### config.mk
export PLATFORM = sky130hd
export DESIGN_NAME = pipe_stage_buf_flat
export DESIGN_NICKNAME = d
export VERILOG_FILES = /design/src/rtl/pipe_stage_buf_if.sv /design/src/rtl/pipe_stage_buf.sv /design/src/flat_wrapper.sv
export SDC_FILE = /design/constraint.sdc
export NUM_CORES = 1
export LEC_CHECK = 0
export ABC_AREA = 1
export CORE_MARGIN = 2
export CORE_UTILIZATION = 50
export CTS_CLUSTER_DIAMETER = 120
export DETAILED_ROUTE_END_ITERATION = 6
export GPL_TIMING_DRIVEN = 0
export MAX_ROUTING_LAYER = met4
export PLACE_DENSITY = 0.8
export SKIP_LAST_GASP = 1
export SYNTH_ARGS = -nofsm -noshare
export SYNTH_HDL_FRONTEND = slang
export SYNTH_SLANG_ARGS = --single-unit
### constraint.sdc
create_clock -name clk -period 1.7 [get_ports clk]
set_clock_uncertainty 0.05 [all_clocks]
set_input_delay 0.17 -clock clk [delete_from_list [all_inputs] [get_ports clk]]
set_output_delay 0.17 -clock clk [all_outputs]
set_load 0.02 [all_outputs]
### src/rtl/pipe_stage_buf_if.sv
// pipe_stage_buf_if: valid/ready payload handshake between two pipeline stages
interface pipe_stage_buf_if #(parameter int WIDTH = 32);
  logic             flush;
  logic             in_valid;
  logic             in_ready;
  logic [WIDTH-1:0] in_data;
  logic             out_valid;
  logic             out_ready;
  logic [WIDTH-1:0] out_data;
  logic [1:0]       occupancy;
  modport master (output flush, in_valid, in_data, out_ready,
                  input  in_ready, out_valid, out_data, occupancy);
  modport slave  (input  flush, in_valid, in_data, out_ready,
                  output in_ready, out_valid, out_data, occupancy);
endinterface

### src/rtl/pipe_stage_buf.sv
// pipe_stage_buf: registered pipeline stage with optional two-entry skid and masked flush
module pipe_stage_buf #(
  parameter int               WIDTH    = 32,
  parameter bit               SKID     = 1,
  parameter logic [WIDTH-1:0] CLR_MASK = {WIDTH{1'b1}},
  parameter logic [WIDTH-1:0] RST_VAL  = {WIDTH{1'b0}}
) (
  input logic              clk,
  input logic              rst_n,
  pipe_stage_buf_if.slave  bus
);
  logic [WIDTH-1:0] main_q, skid_q;
  logic             main_v, skid_v, in_fire, out_fire;
  // with SKID the ready depends only on the skid flop, cutting the out_ready->in_ready path
  assign bus.in_ready  = SKID ? !skid_v : (bus.out_ready | !main_v);
  assign in_fire       = bus.in_valid & bus.in_ready;
  assign out_fire      = main_v & bus.out_ready;
  assign bus.out_valid = main_v;
  assign bus.out_data  = main_q;
  assign bus.occupancy = {1'b0, main_v} + {1'b0, skid_v};
  always_ff @(posedge clk or negedge rst_n)
    if (!rst_n) begin
      main_v <= 1'b0;
      skid_v <= 1'b0;
      main_q <= RST_VAL;
      skid_q <= RST_VAL;
    end else if (bus.flush) begin
      main_v <= 1'b0;
      skid_v <= 1'b0;
      main_q <= main_q & ~CLR_MASK;
      skid_q <= skid_q & ~CLR_MASK;
    end else if (skid_v) begin
      if (out_fire) begin
        main_q <= skid_q;
        skid_v <= 1'b0;
      end
    end else if (SKID && in_fire && main_v && !out_fire) begin
      skid_q <= bus.in_data;
      skid_v <= 1'b1;
    end else if (in_fire) begin
      main_q <= bus.in_data;
      main_v <= 1'b1;
    end else if (out_fire) begin
      main_v <= 1'b0;
    end
endmodule

### src/flat_wrapper.sv
// flat-port wrapper written by rule: the top's interface ports become plain ports
module pipe_stage_buf_flat 
#(
  parameter int               WIDTH    = 32,
  parameter bit               SKID     = 1,
  parameter logic [WIDTH-1:0] CLR_MASK = {WIDTH{1'b1}},
  parameter logic [WIDTH-1:0] RST_VAL  = {WIDTH{1'b0}}
)
  (clk, rst_n, bus_flush, bus_in_valid, bus_in_data, bus_out_ready, bus_in_ready, bus_out_valid, bus_out_data, bus_occupancy);
  pipe_stage_buf_if #(.WIDTH(WIDTH)) bus_i ();
  input logic clk;
  input logic rst_n;
  input wire logic [$bits(bus_i.flush)-1:0] bus_flush;
  input wire logic [$bits(bus_i.in_valid)-1:0] bus_in_valid;
  input wire logic [$bits(bus_i.in_data)-1:0] bus_in_data;
  input wire logic [$bits(bus_i.out_ready)-1:0] bus_out_ready;
  output wire logic [$bits(bus_i.in_ready)-1:0] bus_in_ready;
  output wire logic [$bits(bus_i.out_valid)-1:0] bus_out_valid;
  output wire logic [$bits(bus_i.out_data)-1:0] bus_out_data;
  output wire logic [$bits(bus_i.occupancy)-1:0] bus_occupancy;
  assign bus_i.flush = bus_flush;
  assign bus_i.in_valid = bus_in_valid;
  assign bus_i.in_data = bus_in_data;
  assign bus_i.out_ready = bus_out_ready;
  assign bus_in_ready = bus_i.in_ready;
  assign bus_out_valid = bus_i.out_valid;
  assign bus_out_data = bus_i.out_data;
  assign bus_occupancy = bus_i.occupancy;
  pipe_stage_buf #(.WIDTH(WIDTH), .SKID(SKID), .CLR_MASK(CLR_MASK), .RST_VAL(RST_VAL)) u_core (.clk(clk), .rst_n(rst_n), .bus(bus_i));
endmodule
==> results.json <==
{
  "reg2reg_slack_ns": 0.16,
  "syn_inst": 370,
  "r2r-end": "u_core.bus.out_data[30]$_DFFE_PN0P_",
  "drc_errors": 0,
  "fp.coreArea_mm2": 0.00628,
  "grt_usage_pct": 24.6,
  "setup_viol": 0,
  "critPathBufInv": 1,
  "drive_gt1_share_pct": 16.8,
  "cts_made_buffers": 9,
  "syn_nets": 408,
  "gp_congestion": 0.864,
  "power.density_mw_per_mm2": 902,
  "timing.rr.start": "u_core.skid_v$_DFF_PN0_",
  "rows": 29,
  "drv_cap": 0,
  "wl_per_cell_um": 15.1,
  "antenna_cells": 0,
  "final_common_cell": "nand2_1",
  "ant_nets": 0,
  "arrival_ns": 1.41,
  "cp_top_family": "flip-flops",
  "io_buffers": 71,
  "min_to": "u_core.bus.out_data[23]$_DFFE_PN0P_",
  "synth.distinct_cells": 21,
  "dp_cells": 518,
  "worstPathCellList": "ha_1 -> dlygate4sd2_1",
  "period_share_pct": 96.0,
  "fin_util_pct": 67.1,
  "gr-total-overflow": 0,
  "via_count": 2936,
  "routed_wirelength_mm": 8.05,
  "critical-path-slowest-cell": "dfrtp_2",
  "multi_input_area_mm2": 0.00133,
  "postPlaceCellArea_mm2": 0.00401,
  "grt_max_degree": 67,
  "worst_pin_slew_ns": 0.836,
  "outcome": "finished clean",
  "htreeDepth": 3,
  "first_global_vias": 2921,
  "layout_common_cells": "nand2_1, clkdlybuf4s50_1, nand3_1, dfrtp_1, a21oi_1",
  "yosysWarningCount": 0,
  "cts_root_buf": "clkbuf_8",
  "chipHeight_um": 84.0,
  "areaGrowthSynthToFinish_pct": 31.6,
  "yosysSeqAreaShare_pct": 51.6,
  "maxSlewHeadroom_pct": 44.2,
  "fp.dieArea_mm2": 0.00706,
  "seq_area_mm2": 0.00165,
  "critPathLaunchType": "flop",
  "cp-end-kind": "output pin",
  "crit_required_ns": 1.48,
  "clk_latency_ns": 0.34,
  "leakagePower_nw": 2.02,
  "io_pins": 73,
  "hold_viol": 0,
  "synth_area_mm2": 0.00320,
  "layoutNonFillerInstCount": 534,
  "initial_utilization_pct": 51.0,
  "holdCritStartpoint": "bus_flush",
  "hold_class": "in2reg",
  "synth-seq-cells": 66,
  "cp_max_fo": 6,
  "total_power_w": 0.00380,
  "die_w_um": 84.0,
  "design_area_mm2": 0.00421,
  "fillers": 531,
  "hold_ws_ns": 0.164,
  "max_freq_ghz": 0.613,
  "vias_per_cell": 5.50,
  "ff2ff_path_depth": 8,
  "syn_area_per_cell_um2": 8.65,
  "cts_sinks": 66,
  "antenna_found_initial": 0,
  "drtIter0Drc": 165,
  "path_clk_slew_ns": 0.07,
  "hpwlAfterDp_mm": 5.39,
  "cts_tree": "done",
  "whs_path_depth": 4,
  "cpPeakStageDelay_ns": 0.46,
  "period_minus_slack_ns": 1.63,
  "clockBufferDepth": 2,
  "finalMaxSlewViolations": 0,
  "path_class": "reg2out",
  "grt_pass1_wl_mm": 13.6,
  "peakVddDrop_uv": 562,
  "nNetsFinal": 491,
  "rsz0062_at_grt": "false",
  "firstDrtPassIters": 4
}
-- worst min-delay path: cells and delay by family --
family / cells / cell delay [ns]
buffers and inverters: 1 / 0.15
AOI/OAI and AO/OA: 1 / 0.06
and+or+nand+nor: 2 / 0.13
-- cell usage after synthesis --
library cell | number | share of area (%)
a21oi_1 | 32 | 5.0
buf_1 | 2 | 0.23
buf_2 | 12 | 1.9
buf_4 | 4 | 0.94
buf_6 | 8 | 2.8
clkbuf_1 | 4 | 0.47
dfrtp_1 | 66 | 52
ha_1 | 1 | 0.39
inv_1 | 2 | 0.23
inv_2 | 2 | 0.23
nand2_1 | 131 | 15
nand2_2 | 2 | 0.39
nand3_1 | 66 | 10
nand3_2 | 1 | 0.31
nand4_2 | 1 | 0.39
nor2_1 | 1 | 0.12
nor2_2 | 1 | 0.20
nor2_8 | 1 | 0.63
o211ai_1 | 1 | 0.23
o21ai_0 | 4 | 0.63
o21ai_2 | 28 | 7.7
-- stage by stage --
step | setup WS [ns] | setup TNS (ns)
after floorplan | 0.388 | 0
after global placement | -1.75 | -115.17
after detailed placement | 0.0110 | 0
after CTS | -0.0959 | -0.0959
after global routing | 0.0250 | 0
final | 0.0687 | 0
-- layer usage --
layer / vias to the layer above / global-route usage, % / wire length [µm]
met4: 0 / 12.3 / 158
met2: 115 / 37.7 / 3930
met5: - / - / 0
met3: 16 / 4.35 / 488
li1: 1393 / - / -
met1: 1412 / 31.7 / 3480
-- power breakdown --
group,total (W),switching (W),internal [W]
logic,0.000706,0.000398,0.000308
registers,0.00172,0.0000558,0.00166
clock network,0.00137,0.000585,0.000789
total,0.00380,0.00104,0.00276
-- sequential cells by signal (all words and copies together) (netlist names) --
name / count
u_core.bus.out_valid: 1
u_core.skid_q: 32
u_core.skid_v: 1
u_core.bus.out_data: 32
-- layout make-up --
type                    instances  share of cell area, %
plain buffers                  30                   4.81
repair buffers                 72                   16.9
well taps                      77                   2.29
inverters                       4                  0.356
flip-flops and latches         66                   39.2
clock buffers                  13                   4.01
clock inverters                 2                  0.831
multi-input cells             270                   31.6
-- cells by family after synthesis --
family	synth area share, %
buffers and inverters	6.80
adders and majority gates	0.391
AOI/OAI and AO/OA	13.5
DFF	51.6
and+or+nand+nor	27.7
-- repair_timing --
| action | 4_1_cts | 5_1_grt |
|---|---|---|
| setup endpoints to repair | 3 | 1 |
| setup buffers | 0 | 0 |
| hold buffers | 1 | 0 |
| endpoints found under the hold margin | 66 | 0 |
| resized for setup | 4 | 2 |
-- how the worst max path moves through the flow --
stage / slack, ns / endpoint / cells after the start / startpoint
6_report: 0.07 / bus_occupancy[0] / 2 / u_core.bus.out_valid$_DFFE_PN0P_
5_1_grt: 0.02 / bus_in_ready / 4 / u_core.skid_v$_DFF_PN0_
4_1_cts: -0.1 / bus_in_ready / 4 / u_core.skid_v$_DFF_PN0_
3_5_place_dp: 0.01 / bus_in_ready / 4 / u_core.skid_v$_DFF_PN0_
3_3_place_gp: -1.75 / u_core.bus.out_data[18]$_DFFE_PN0P_ / 1 / rst_n
2_1_floorplan: 0.39 / u_core.bus.out_data[22]$_DFFE_PN0P_ / 7 / u_core.skid_v$_DFF_PN0_
Power figures use the tool's default switching activity.
